### src/rtl/picorv_tcm_loader_pkg.sv
// Shared types and constants for the picorv32 TCM loader.
// Holds the FSM encoding, default TCM sizes and the burst range check.
package picorv_tcm_loader_pkg;

  localparam int unsigned PicorvItcmRamSz = 32'd16384;
  localparam int unsigned PicorvDtcmRamSz = 32'd8192;

  localparam logic [3:0] WenWord = 4'hF;

  typedef enum logic [2:0] {
    StIdle,
    StWrData,
    StWrIssue,
    StWrAck,
    StRdIssue,
    StRdAck,
    StRdOut,
    StDone
  } state_e;

  // True when a burst of len words at byte offset addr runs past the end of a bytes-sized TCM.
  function automatic logic range_err(logic [31:0] addr, logic [31:0] len, int unsigned bytes);
    logic [33:0] end_b;
    end_b = {2'b00, addr} + {len, 2'b00};
    return end_b > 34'(bytes);
  endfunction

endpackage

### src/rtl/picorv_tcm_loader_if.sv
// External TCM access port of the picosoc subsystem.
// The loader drives the master side; the TCM answers on the slave side.
interface picorv_tcm_loader_if;
  logic        ram_cs;
  logic [31:0] ram_addr;
  logic [3:0]  ram_wen;
  logic [31:0] ram_wdata;
  logic [31:0] ram_rdata;
  logic        ready;

  modport master (
    output ram_cs, ram_addr, ram_wen, ram_wdata,
    input  ram_rdata, ready
  );

  modport slave (
    input  ram_cs, ram_addr, ram_wen, ram_wdata,
    output ram_rdata, ready
  );
endinterface

### src/rtl/picorv_tcm_loader_tmo.sv
// Loadable down-counter with an expiry flag for bounding handshake waits.
// Counting stops at zero; expired_o stays high until the next load.
module picorv_tcm_loader_tmo #(
  parameter int unsigned Width = 8
) (
  input  logic             clk,
  input  logic             resetn,
  input  logic             load_i,
  input  logic [Width-1:0] load_val_i,
  input  logic             en_i,
  output logic             expired_o
);

  logic [Width-1:0] cnt_q, cnt_d;

  always_comb begin
    cnt_d = cnt_q;
    if (load_i) begin
      cnt_d = load_val_i;
    end else if (en_i && (cnt_q != '0)) begin
      cnt_d = cnt_q - 1'b1;
    end
  end

  always_ff @(posedge clk or negedge resetn) begin
    if (!resetn) begin
      cnt_q <= '0;
    end else begin
      cnt_q <= cnt_d;
    end
  end

  assign expired_o = (cnt_q == '0);

endmodule

### src/rtl/picorv_tcm_loader.sv
// Host-side burst loader for the picorv32 ITCM/DTCM external access ports.
// Streams words in or out one access at a time and holds the core in reset while busy.
module picorv_tcm_loader
  import picorv_tcm_loader_pkg::*;
#(
  parameter int unsigned ITCM_BYTES = PicorvItcmRamSz,
  parameter int unsigned DTCM_BYTES = PicorvDtcmRamSz,
  parameter int unsigned LEN_WTH    = 16,
  parameter int unsigned TIMEOUT    = 255
) (
  input  logic               clk,
  input  logic               resetn,

  input  logic               cmd_valid_i,
  output logic               cmd_ready_o,
  input  logic               cmd_sel_i,
  input  logic               cmd_write_i,
  input  logic [31:0]        cmd_addr_i,
  input  logic [LEN_WTH-1:0] cmd_len_i,

  input  logic               din_valid_i,
  input  logic [31:0]        din_data_i,
  output logic               din_ready_o,

  output logic               dout_valid_o,
  output logic [31:0]        dout_data_o,
  input  logic               dout_ready_i,

  picorv_tcm_loader_if.master ext_itcm,
  picorv_tcm_loader_if.master ext_dtcm,

  input  logic               cpu_hold_i,
  output logic               cpu_resetn_o,
  output logic               busy_o,
  output logic               done_o,
  output logic               err_o
);

  localparam int unsigned TmoW = $clog2(TIMEOUT + 1);

  state_e             state_q, state_d;
  logic               sel_q, sel_d;
  logic [31:0]        addr_q, addr_d;
  logic [LEN_WTH-1:0] len_q, len_d;
  logic [31:0]        wdata_q, wdata_d;
  logic [31:0]        rdata_q, rdata_d;
  logic               err_q, err_d;
  logic               live_q;
  logic               cpu_resetn_q, cpu_resetn_d;

  logic        sel_ready;
  logic [31:0] sel_rdata;
  logic        cmd_accept;
  logic        cmd_bad_range;
  logic        last_word;
  logic        in_ack;
  logic        advance;
  logic        tmo_expired;
  logic        issue;
  logic        wr_issue;

  assign sel_ready     = sel_q ? ext_dtcm.ready : ext_itcm.ready;
  assign sel_rdata     = sel_q ? ext_dtcm.ram_rdata : ext_itcm.ram_rdata;
  assign cmd_accept    = (state_q == StIdle) && live_q && cmd_valid_i;
  assign cmd_bad_range = range_err(cmd_addr_i & 32'hFFFF_FFFC, 32'(cmd_len_i),
                                   cmd_sel_i ? DTCM_BYTES : ITCM_BYTES);
  assign last_word     = (len_q == LEN_WTH'(1));
  assign in_ack        = (state_q == StWrAck) || (state_q == StRdAck);
  assign advance       = ((state_q == StWrAck) && sel_ready) ||
                         ((state_q == StRdOut) && dout_ready_i);

  picorv_tcm_loader_tmo #(
    .Width (TmoW)
  ) u_tmo (
    .clk        (clk),
    .resetn     (resetn),
    .load_i     ((state_q == StWrIssue) || (state_q == StRdIssue)),
    .load_val_i (TmoW'(TIMEOUT)),
    .en_i       (in_ack),
    .expired_o  (tmo_expired)
  );

  always_ff @(posedge clk or negedge resetn) begin
    if (!resetn) begin
      state_q <= StIdle;
    end else begin
      state_q <= state_d;
    end
  end

  always_comb begin
    state_d = state_q;
    unique case (state_q)
      StIdle: begin
        if (cmd_accept) begin
          if (cmd_bad_range || (cmd_len_i == '0)) begin
            state_d = StDone;
          end else begin
            state_d = cmd_write_i ? StWrData : StRdIssue;
          end
        end
      end
      StWrData:  if (din_valid_i) state_d = StWrIssue;
      StWrIssue: state_d = StWrAck;
      StWrAck: begin
        if (sel_ready) begin
          state_d = last_word ? StDone : StWrData;
        end else if (tmo_expired) begin
          state_d = StDone;
        end
      end
      StRdIssue: state_d = StRdAck;
      StRdAck: begin
        if (sel_ready) begin
          state_d = StRdOut;
        end else if (tmo_expired) begin
          state_d = StDone;
        end
      end
      StRdOut: begin
        if (dout_ready_i) begin
          state_d = last_word ? StDone : StRdIssue;
        end
      end
      StDone:  state_d = StIdle;
      default: state_d = StIdle;
    endcase
  end

  always_comb begin
    sel_d   = sel_q;
    addr_d  = addr_q;
    len_d   = len_q;
    wdata_d = wdata_q;
    rdata_d = rdata_q;
    err_d   = err_q;
    if (cmd_accept) begin
      sel_d  = cmd_sel_i;
      addr_d = cmd_addr_i & 32'hFFFF_FFFC;
      len_d  = cmd_len_i;
      err_d  = cmd_bad_range;
    end
    if ((state_q == StWrData) && din_valid_i) begin
      wdata_d = din_data_i;
    end
    if ((state_q == StRdAck) && sel_ready) begin
      rdata_d = sel_rdata;
    end
    if (advance) begin
      addr_d = addr_q + 32'd4;
      len_d  = len_q - LEN_WTH'(1);
    end
    if (in_ack && !sel_ready && tmo_expired) begin
      err_d = 1'b1;
    end
    // Uses next state so the core drops into reset on the same edge the loader takes the TCMs.
    cpu_resetn_d = !((state_d != StIdle) || cpu_hold_i);
  end

  always_ff @(posedge clk or negedge resetn) begin
    if (!resetn) begin
      sel_q        <= 1'b0;
      addr_q       <= '0;
      len_q        <= '0;
      wdata_q      <= '0;
      rdata_q      <= '0;
      err_q        <= 1'b0;
      live_q       <= 1'b0;
      cpu_resetn_q <= 1'b0;
    end else begin
      sel_q        <= sel_d;
      addr_q       <= addr_d;
      len_q        <= len_d;
      wdata_q      <= wdata_d;
      rdata_q      <= rdata_d;
      err_q        <= err_d;
      live_q       <= 1'b1;
      cpu_resetn_q <= cpu_resetn_d;
    end
  end

  always_comb begin
    issue    = (state_q == StWrIssue) || (state_q == StRdIssue);
    wr_issue = (state_q == StWrIssue);

    // live_q keeps cmd_ready_o at 0 during and just after reset.
    cmd_ready_o  = (state_q == StIdle) && live_q;
    din_ready_o  = (state_q == StWrData);
    dout_valid_o = (state_q == StRdOut);
    dout_data_o  = rdata_q;
    busy_o       = (state_q != StIdle);
    done_o       = (state_q == StDone);
    err_o        = err_q;
    cpu_resetn_o = cpu_resetn_q;

    ext_itcm.ram_cs    = issue && !sel_q;
    ext_itcm.ram_wen   = (wr_issue && !sel_q) ? WenWord : 4'h0;
    ext_itcm.ram_addr  = addr_q;
    ext_itcm.ram_wdata = wdata_q;

    ext_dtcm.ram_cs    = issue && sel_q;
    ext_dtcm.ram_wen   = (wr_issue && sel_q) ? WenWord : 4'h0;
    ext_dtcm.ram_addr  = addr_q;
    ext_dtcm.ram_wdata = wdata_q;
  end

endmodule
### src/flat_wrapper.sv
// flat-port wrapper written by rule: the top's interface ports become plain ports
module picorv_tcm_loader_flat import picorv_tcm_loader_pkg::*;
#(
  parameter int unsigned ITCM_BYTES = PicorvItcmRamSz,
  parameter int unsigned DTCM_BYTES = PicorvDtcmRamSz,
  parameter int unsigned LEN_WTH    = 16,
  parameter int unsigned TIMEOUT    = 255
)
  (clk, resetn, cmd_valid_i, cmd_ready_o, cmd_sel_i, cmd_write_i, cmd_addr_i, cmd_len_i, din_valid_i, din_data_i, din_ready_o, dout_valid_o, dout_data_o, dout_ready_i, cpu_hold_i, cpu_resetn_o, busy_o, done_o, err_o, ext_itcm_ram_cs, ext_itcm_ram_addr, ext_itcm_ram_wen, ext_itcm_ram_wdata, ext_itcm_ram_rdata, ext_itcm_ready, ext_dtcm_ram_cs, ext_dtcm_ram_addr, ext_dtcm_ram_wen, ext_dtcm_ram_wdata, ext_dtcm_ram_rdata, ext_dtcm_ready);
  picorv_tcm_loader_if ext_itcm_i ();
  picorv_tcm_loader_if ext_dtcm_i ();
  input  logic clk;
  input  logic resetn;
  input  logic cmd_valid_i;
  output logic cmd_ready_o;
  input  logic cmd_sel_i;
  input  logic cmd_write_i;
  input  logic [31:0] cmd_addr_i;
  input  logic [LEN_WTH-1:0] cmd_len_i;
  input  logic din_valid_i;
  input  logic [31:0] din_data_i;
  output logic din_ready_o;
  output logic dout_valid_o;
  output logic [31:0] dout_data_o;
  input  logic dout_ready_i;
  input  logic cpu_hold_i;
  output logic cpu_resetn_o;
  output logic busy_o;
  output logic done_o;
  output logic err_o;
  output wire logic [$bits(ext_itcm_i.ram_cs)-1:0] ext_itcm_ram_cs;
  output wire logic [$bits(ext_itcm_i.ram_addr)-1:0] ext_itcm_ram_addr;
  output wire logic [$bits(ext_itcm_i.ram_wen)-1:0] ext_itcm_ram_wen;
  output wire logic [$bits(ext_itcm_i.ram_wdata)-1:0] ext_itcm_ram_wdata;
  input wire logic [$bits(ext_itcm_i.ram_rdata)-1:0] ext_itcm_ram_rdata;
  input wire logic [$bits(ext_itcm_i.ready)-1:0] ext_itcm_ready;
  output wire logic [$bits(ext_dtcm_i.ram_cs)-1:0] ext_dtcm_ram_cs;
  output wire logic [$bits(ext_dtcm_i.ram_addr)-1:0] ext_dtcm_ram_addr;
  output wire logic [$bits(ext_dtcm_i.ram_wen)-1:0] ext_dtcm_ram_wen;
  output wire logic [$bits(ext_dtcm_i.ram_wdata)-1:0] ext_dtcm_ram_wdata;
  input wire logic [$bits(ext_dtcm_i.ram_rdata)-1:0] ext_dtcm_ram_rdata;
  input wire logic [$bits(ext_dtcm_i.ready)-1:0] ext_dtcm_ready;
  assign ext_itcm_ram_cs = ext_itcm_i.ram_cs;
  assign ext_itcm_ram_addr = ext_itcm_i.ram_addr;
  assign ext_itcm_ram_wen = ext_itcm_i.ram_wen;
  assign ext_itcm_ram_wdata = ext_itcm_i.ram_wdata;
  assign ext_itcm_i.ram_rdata = ext_itcm_ram_rdata;
  assign ext_itcm_i.ready = ext_itcm_ready;
  assign ext_dtcm_ram_cs = ext_dtcm_i.ram_cs;
  assign ext_dtcm_ram_addr = ext_dtcm_i.ram_addr;
  assign ext_dtcm_ram_wen = ext_dtcm_i.ram_wen;
  assign ext_dtcm_ram_wdata = ext_dtcm_i.ram_wdata;
  assign ext_dtcm_i.ram_rdata = ext_dtcm_ram_rdata;
  assign ext_dtcm_i.ready = ext_dtcm_ready;
  picorv_tcm_loader #(.ITCM_BYTES(ITCM_BYTES), .DTCM_BYTES(DTCM_BYTES), .LEN_WTH(LEN_WTH), .TIMEOUT(TIMEOUT)) u_core (.clk(clk), .resetn(resetn), .cmd_valid_i(cmd_valid_i), .cmd_ready_o(cmd_ready_o), .cmd_sel_i(cmd_sel_i), .cmd_write_i(cmd_write_i), .cmd_addr_i(cmd_addr_i), .cmd_len_i(cmd_len_i), .din_valid_i(din_valid_i), .din_data_i(din_data_i), .din_ready_o(din_ready_o), .dout_valid_o(dout_valid_o), .dout_data_o(dout_data_o), .dout_ready_i(dout_ready_i), .ext_itcm(ext_itcm_i), .ext_dtcm(ext_dtcm_i), .cpu_hold_i(cpu_hold_i), .cpu_resetn_o(cpu_resetn_o), .busy_o(busy_o), .done_o(done_o), .err_o(err_o));
endmodule
### config.mk
export PLATFORM = sky130hd
export DESIGN_NAME = picorv_tcm_loader_flat
export DESIGN_NICKNAME = d
export VERILOG_FILES = /design/src/rtl/picorv_tcm_loader_pkg.sv /design/src/rtl/picorv_tcm_loader_if.sv /design/src/rtl/picorv_tcm_loader_tmo.sv /design/src/rtl/picorv_tcm_loader.sv /design/src/flat_wrapper.sv
export SDC_FILE = /design/constraint.sdc
export NUM_CORES = 1
export LEC_CHECK = 0
export ABC_AREA = 0
export BUFFER_PORTS_ARGS = -buffer_cell sky130_fd_sc_hd__buf_2
export CORE_AREA = 2 2 139 141
export CTS_CLUSTER_DIAMETER = 150
export DETAILED_ROUTE_END_ITERATION = 6
export DIE_AREA = 0 0 141 143
export PLACE_DENSITY = 0.86
export SETUP_SLACK_MARGIN = 0.2
export SYNTH_ARGS = -nofsm -noshare
export SYNTH_HDL_FRONTEND = slang
export SYNTH_HIERARCHICAL = 1
export SYNTH_SLANG_ARGS = --single-unit
### constraint.sdc
create_clock -name clk -period 3.6 [get_ports clk]
set_input_delay 0.9 -clock clk [delete_from_list [all_inputs] [get_ports clk]]
set_output_delay 0.9 -clock clk [all_outputs]
set_load 0.01 [all_outputs]
# --- Word level (Yosys, flattened, before mapping) ---
# Index checks and enable logic that the tools add are counted.
classes:
  n_reduce_logical: 30
  n_eq_ne: 8
  add_sub_neg: 4
  n_mux: 24
  order_cmp: 1
op_table:
  columns: ["cell", "count"]
  rows:
  - ["32-bit two-way mux", 3]
  - ["34-bit by 32-bit > comparator with 1-bit output", 1]
  - ["32-bit by 18-bit adder with 33-bit output", 1]
  - ["32-bit by 3-bit adder with 32-bit output, second input constant", 1]
  - ["16-bit two-way mux", 2]
  - ["3-bit two-way mux", 9]
  - ["3-bit case mux with 8 select lines", 1]
  - ["16-bit by 1-bit == test with 1-bit output, second input constant", 1]
  - ["16-bit zero test", 1]
  - ["8-bit two-way mux", 2]
  - ["16-bit by 1-bit subtractor with 16-bit output, second input constant", 1]
  - ["15-bit two-way mux", 1]
  - ["1-bit logical AND", 13]
  - ["3-bit == test, second input constant", 4]
  - ["8-bit zero test", 1]
  - ["4-bit two-way mux", 2]
  - ["8-bit nonzero test", 1]
  - ["8-bit by 1-bit subtractor with 8-bit output, second input constant", 1]
  - ["3-bit by 2-bit == test with 1-bit output, second input constant", 2]
  - ["2-bit nonzero test", 3]
  - ["3-bit nonzero test", 2]
  - ["1-bit logical OR", 5]
  - ["3-bit by 1-bit == test with 1-bit output, second input constant", 1]
  - ["1-bit zero test", 3]
  - ["other kinds (3)", 5]
word_totals:
  elab_cells: 77
  reg_bits: 127
  output_inout_bits: 177
  input_bits: 154

# --- Depth between registers and ports, before layout ---
logic_depth:
  ltp_word: 9
  mapped_depth: 16
  mapped_depth_nobuf: 15

# --- By module ---
# The synthesis kept the hierarchy.
modules_own_cells:
  columns: ["mod", "cells_each", "area_per_inst_um2", "n_inst", "seq_area_each_um2"]
  rows:
  - ["picorv_tcm_loader", 857, 7728.7, 1, 2927.8]
  - ["picorv_tcm_loader_tmo", 58, 528.0, 1, 200.2]

# --- Least setup slack after synthesis ---
# No wires, ideal clock.
synth_timing:
  path_kind: "input-to-reg"
  startpoint: "input port cmd_addr_i[2]"
  endpoint: "register u_core.err_q (netlist: u_core/err_o)"
  path_slack_ns: -1.127
  setup_ns: 0.135
  t_required_ns: 3.465
  arrival_time_ns: 4.591
  path_buffers: 1
  stages: 16
  path_cell_list: "ha_1 fa_1 a21o_1 a221o_1 buf_6 a211oi_1 xnor2_1 ha_1 nand2_1 a2111oi_0 o2111ai_1 a2111oi_0 a31oi_1 or4_1 nor3_4 o221ai_2"
synth_via:
  elab_chain_len: 4
synth_lines:
  columns: ["element", "line_no", "source"]
  rows:
  - ["start: declaration", "flat_wrapper.sv:18", "input logic [31:0] cmd_addr_i;"]
  - ["32-bit by 18-bit adder with 33-bit output", "picorv_tcm_loader_pkg.sv:24", "end_b = {2'b00, addr} + {len, 2'b00};"]
  - ["34-bit by 32-bit > comparator with 1-bit output", "picorv_tcm_loader_pkg.sv:25", "return end_b > 34'(bytes);"]
  - ["1-bit two-way mux", "picorv_tcm_loader.sv:137", "if (cmd_accept) begin"]
  - ["1-bit two-way mux", "picorv_tcm_loader.sv:153", "if (in_ack && !sel_ready && tmo_expired) begin"]
  - ["end signal: assignment", "picorv_tcm_loader.sv:176", "err_q <= err_d;"]
  - ["end: declaration", "picorv_tcm_loader.sv:47", "logic err_q, err_d;"]
# No other way between the ends. The select of a mux whose other input is x is not followed.
# A chain may end at the register's enable or synchronous reset.

# --- Worst setup path after layout ---
layout_timing:
  startpoint: "input port cmd_len_i[0]"
  endpoint: "register u_core.state_q[2]"
layout_via:
  elab_chain_len: 6
  word_cells_on_any_way: 7
  classes_between: "add/sub (1); order compare (1); mux (3); reduce/logical (2)"
layout_lines:
  columns: ["element", "line_no", "source"]
  rows:
  - ["start: declaration", "flat_wrapper.sv:19", "input logic [LEN_WTH-1:0] cmd_len_i;"]
  - ["32-bit by 18-bit adder with 33-bit output", "picorv_tcm_loader_pkg.sv:24", null]
  - ["34-bit by 32-bit > comparator with 1-bit output", "picorv_tcm_loader_pkg.sv:25", null]
  - ["1-bit logical OR *", "picorv_tcm_loader.sv:96", "if (cmd_bad_range || (cmd_len_i == '0)) begin"]
  - ["3-bit two-way mux *", "picorv_tcm_loader.sv:96", null]
  - ["3-bit two-way mux *", "picorv_tcm_loader.sv:95", "if (cmd_accept) begin"]
  - ["3-bit case mux with 8 select lines *", "picorv_tcm_loader.sv:93", "unique case (state_q)"]
  - ["named net u_core.state_d[2]", "picorv_tcm_loader.sv:41", "state_e state_q, state_d;"]
  - ["end signal: assignment", "picorv_tcm_loader.sv:85", "state_q <= StIdle;"]
  - ["end signal: assignment", "picorv_tcm_loader.sv:87", "state_q <= state_d;"]
  - ["end: declaration", "picorv_tcm_loader.sv:41", null]
# The timed path passes the listed nets; every way through them passes the cells marked *.

==> flow_summary_export.csv <==
group,metric,value,unit
outcome,status,"finished, violations left",
outcome,violations,"setup timing",
synth,yosys.cell_types.count,78,
detailed_routing,firstDrtPassIters,5,
detailed_routing,viasPerCell,5.714,
final_layout,multi_input_area,4428,sq um
detailed_routing,ant_nets,0,
grt,antenna_found_initial,2,
detailed_routing,wl_per_cell,18.55,microns
final_layout,synthToLayoutAreaGrowth,31.20,%
placement,preCtsSetupSlack,-1.089,ns
power_and_ir_drop,power_leakage,5.179,nW
critical_path,arrival,4.35,ns
cts,clk_latency,0.42,ns
grt,grt_pass1_wl,41950,microns
final_layout,drive_gt1_share,40.43,%
synth,yosys-top-cells-area,"dfrtp_1, buf_4, mux2_2, mux2i_1, nand2_1",
cts,htreeDepth,4,
synth,syn_area,8257,sq um
synth,synth_seq_cells,125,
synth,synthFlopType,"dfrtp_1",
cts,numCtsBuffers,17,
job,cap_violations,0,
cts,clkTransAtPathRegs,0.06,ns
die,die_h,143,microns
synth,yosysTopAreaCellShare,37.88,%
synth,ys_seq_area_share,37.88,%
synth,synth_edf_count,0,
timing,worst_pin_slew,0.7317,ns
grt,grt-ovfl-total,0,
final_layout,fill_cells,1625,
grt,grt_pass1_vias,7849,
detailed_routing,drc,0,
synth,synth_top_cells_by_count,"dfrtp_1, nand2_1, nor2_1",
power_and_ir_drop,ir_drop,0.2913,mV
synth,async_flop_share,100.0,%
synth,synth_area_per_cell,9.024,sq um
critical_path,startpoint_type,"input port",
critical_path,crit_required,3.86,ns
timing,final.period_utilization,113.6,%
grt,grt_start_max_net_pins,65,
detailed_routing,totalWireLength,27730,microns
placement,numPortBuffers,324,
final_layout,nets,1424,
critical_path,path_max_fanout,4,
timing,maxSlewHeadroom,49.96,%
timing,rsz0062_at_grt,"true",
die,die_area,20160,sq um
synth,yosysTopAreaCell,"dfrtp_1",
die,core-area,18580,sq um
final_layout,stdcell_count,1495,
timing,max_freq,0.2446,GHz
power_and_ir_drop,total_power,8.452,mW
timing,finalClockSkew,0.007914,ns
final_layout,register_area,3129,sq um
power_and_ir_drop,power.density,780.2,nW/um^2
cts,tritoncts,"built",
placement,dp_cells,1459,
timing,setup_slack,-0.4884,ns
timing,slew_violations,0,
critical_path,cp-end-kind,"flop",
die,rows,50,
die,die_w,141,microns
detailed_routing,drt_iter0_drc,722,
synth,ys_warn_count,6,
die,ioPinCount,331,
worst_hold_path,hold_class,"in2async",
timing,holdWs,0.4781,ns
placement,gp_congestion,0.9988,
timing,setup_viol,4,
grt,grt_use_total,26.38,%
timing,period_needed,4.088,ns
synth,yosysMostFrequentCell,"dfrtp_1",
critical_path,criticalPathCategory,"in2reg",
cts,clock_sinks,125,
detailed_routing,dr_total_vias,8543,
placement,hpwlAfterDp,21960,microns
cts,cts_root_buf,"clkbuf_16",
die,start_util,44.44,%
synth,postSynthCellCount,915,
cts,clk_path_buf_depth,2,
timing,hold_viol,0,
-- worst max-delay path: stages --
cell and delay, ns:
buf_8 0.10, ha_4 0.16, fa_2 0.35, a21o_1 0.18, a221o_1 0.34, a211oi_2 0.22
xnor2_1 0.11, ha_1 0.32, nand2_2 0.07, a2111oi_4 0.21, o2111ai_2 0.18, a2111oi_2 0.31
a31oi_1 0.12, or4_4 0.44, nor3_4 0.23, o21ai_1 0.11
-- where the power goes --
part	leakage [nW]	switching, mW	internal (mW)
Sequential	1.48	0.731	2.10
Clock	0.254	0.651	0.893
Combinational	3.44	2.29	1.79
-- metrics by stage --
stage | area (sq um) | util [%] | TNS [ns]
floorplan | 8328 | - | -2.618
global placement | 10230 | 55.07 | -3.498
detailed placement | 10230 | 55.07 | -4.287
CTS | 10800 | 58.12 | -2.175
global route | 10830 | 58.30 | -2.651
finish | 10830 | 58.30 | -1.892
-- sequential cells by signal (all words and copies together), names as in the netlist --
register and flops:
u_core/cpu_resetn_o 1, u_core/dout_data_o 32, u_core/err_o 1, u_core/ext_dtcm.ram_addr 30
u_core/ext_dtcm.ram_wdata 32, u_core/len_q 16, u_core/live_q 1, u_core/sel_q 1
u_core/state_q 3, u_core/u_tmo/cnt_q 8
-- placed cells by master (no fill, tap or decap), types with 6 or more instances in the layout --
cell | netlist | routed
nor2_1 | 76 | 76
or3_1 | 6 | 6
and2_1 | 11 | 11
a21oi_1 | 35 | 35
o211ai_1 | 11 | 11
o21ai_0 | 57 | 57
or4_1 | 7 | 6
mux2i_1 | 38 | 38
buf_2 | 3 | 321
xor2_1 | 6 | 6
a31oi_1 | 10 | 10
conb_1 | 2 | 13
mux2_2 | 34 | 34
o31ai_1 | 7 | 7
buf_4 | 72 | 97
nand4_1 | 14 | 14
and3_1 | 12 | 12
nor4_1 | 8 | 8
dfrtp_1 | 125 | 124
a21o_1 | 7 | 7
a311oi_1 | 17 | 17
o21a_1 | 9 | 9
nor3_1 | 15 | 15
nand2_1 | 97 | 96
nand3_1 | 27 | 27
clkbuf_16 | 0 | 17
ha_1 | 23 | 22
a211oi_1 | 26 | 25
a221o_1 | 6 | 6
inv_1 | 15 | 15
-- worst paths after layout --
check,start,end,slack [ns],depth (start not counted)
max in group asynchronous,resetn,u_core/ext_dtcm.ram_wdata[29],2.35,2
min reg2reg,u_core/dout_data_o[11],u_core/dout_data_o[11],0.48,2
min,resetn,u_core/ext_dtcm.ram_addr[4],0.48,1
max reg2reg,u_core/ext_dtcm.ram_addr[5],u_core/ext_dtcm.ram_addr[28],0.67,8
max,cmd_len_i[0],u_core/state_q[2],-0.49,16
min in group clk,u_core/dout_data_o[11],u_core/dout_data_o[11],0.48,2
-- cell type report --
class	count	share of cell area, %
sequential	125	28.89
tap	234	2.703
inverter	16	0.5544
antenna	2	0.04620
timing repair buffer	421	21.98
clock inverter	14	0.9009
clock buffer	18	4.054
multi-input combinational	665	40.88
-- cells by family (layout without fill, tap and decap cells) --
family,Yosys count,count (layout),synth area share (%)
multiplexers,72,72,9.244
buffers and inverters,136,469,9.683
adder cells (fa/ha/maj),24,24,3.728
XOR/XNOR,11,11,1.167
flip-flops,125,125,37.88
AND/OR/NAND/NOR,309,309,18.58
other,2,15,0.09096
AO/OA/AOI/OAI,236,236,19.62
-- layer usage --
| layer | vias up | wire length (microns) | GRT usage, % | part of all wire, % |
|---|---|---|---|---|
| met5 | - | 0 | 0 | 0 |
| met4 | 0 | 866 | 11.11 | 3.1 |
| met3 | 62 | 2008 | 4.359 | 7.2 |
| met2 | 445 | 13770 | 45.39 | 50 |
| met1 | 4065 | 11090 | 33.01 | 40 |
| li1 | 3971 | - | - | - |
-- repair_timing --
item,CTS,global route
gates resized for setup,6,3
buffers inserted,1,1
endpoints found under the hold margin,0,0
endpoints found under the setup margin,4,4
pin swaps,2,5
hold buffers,0,0
cloned,0,0
Power figures use the tool's default switching activity.
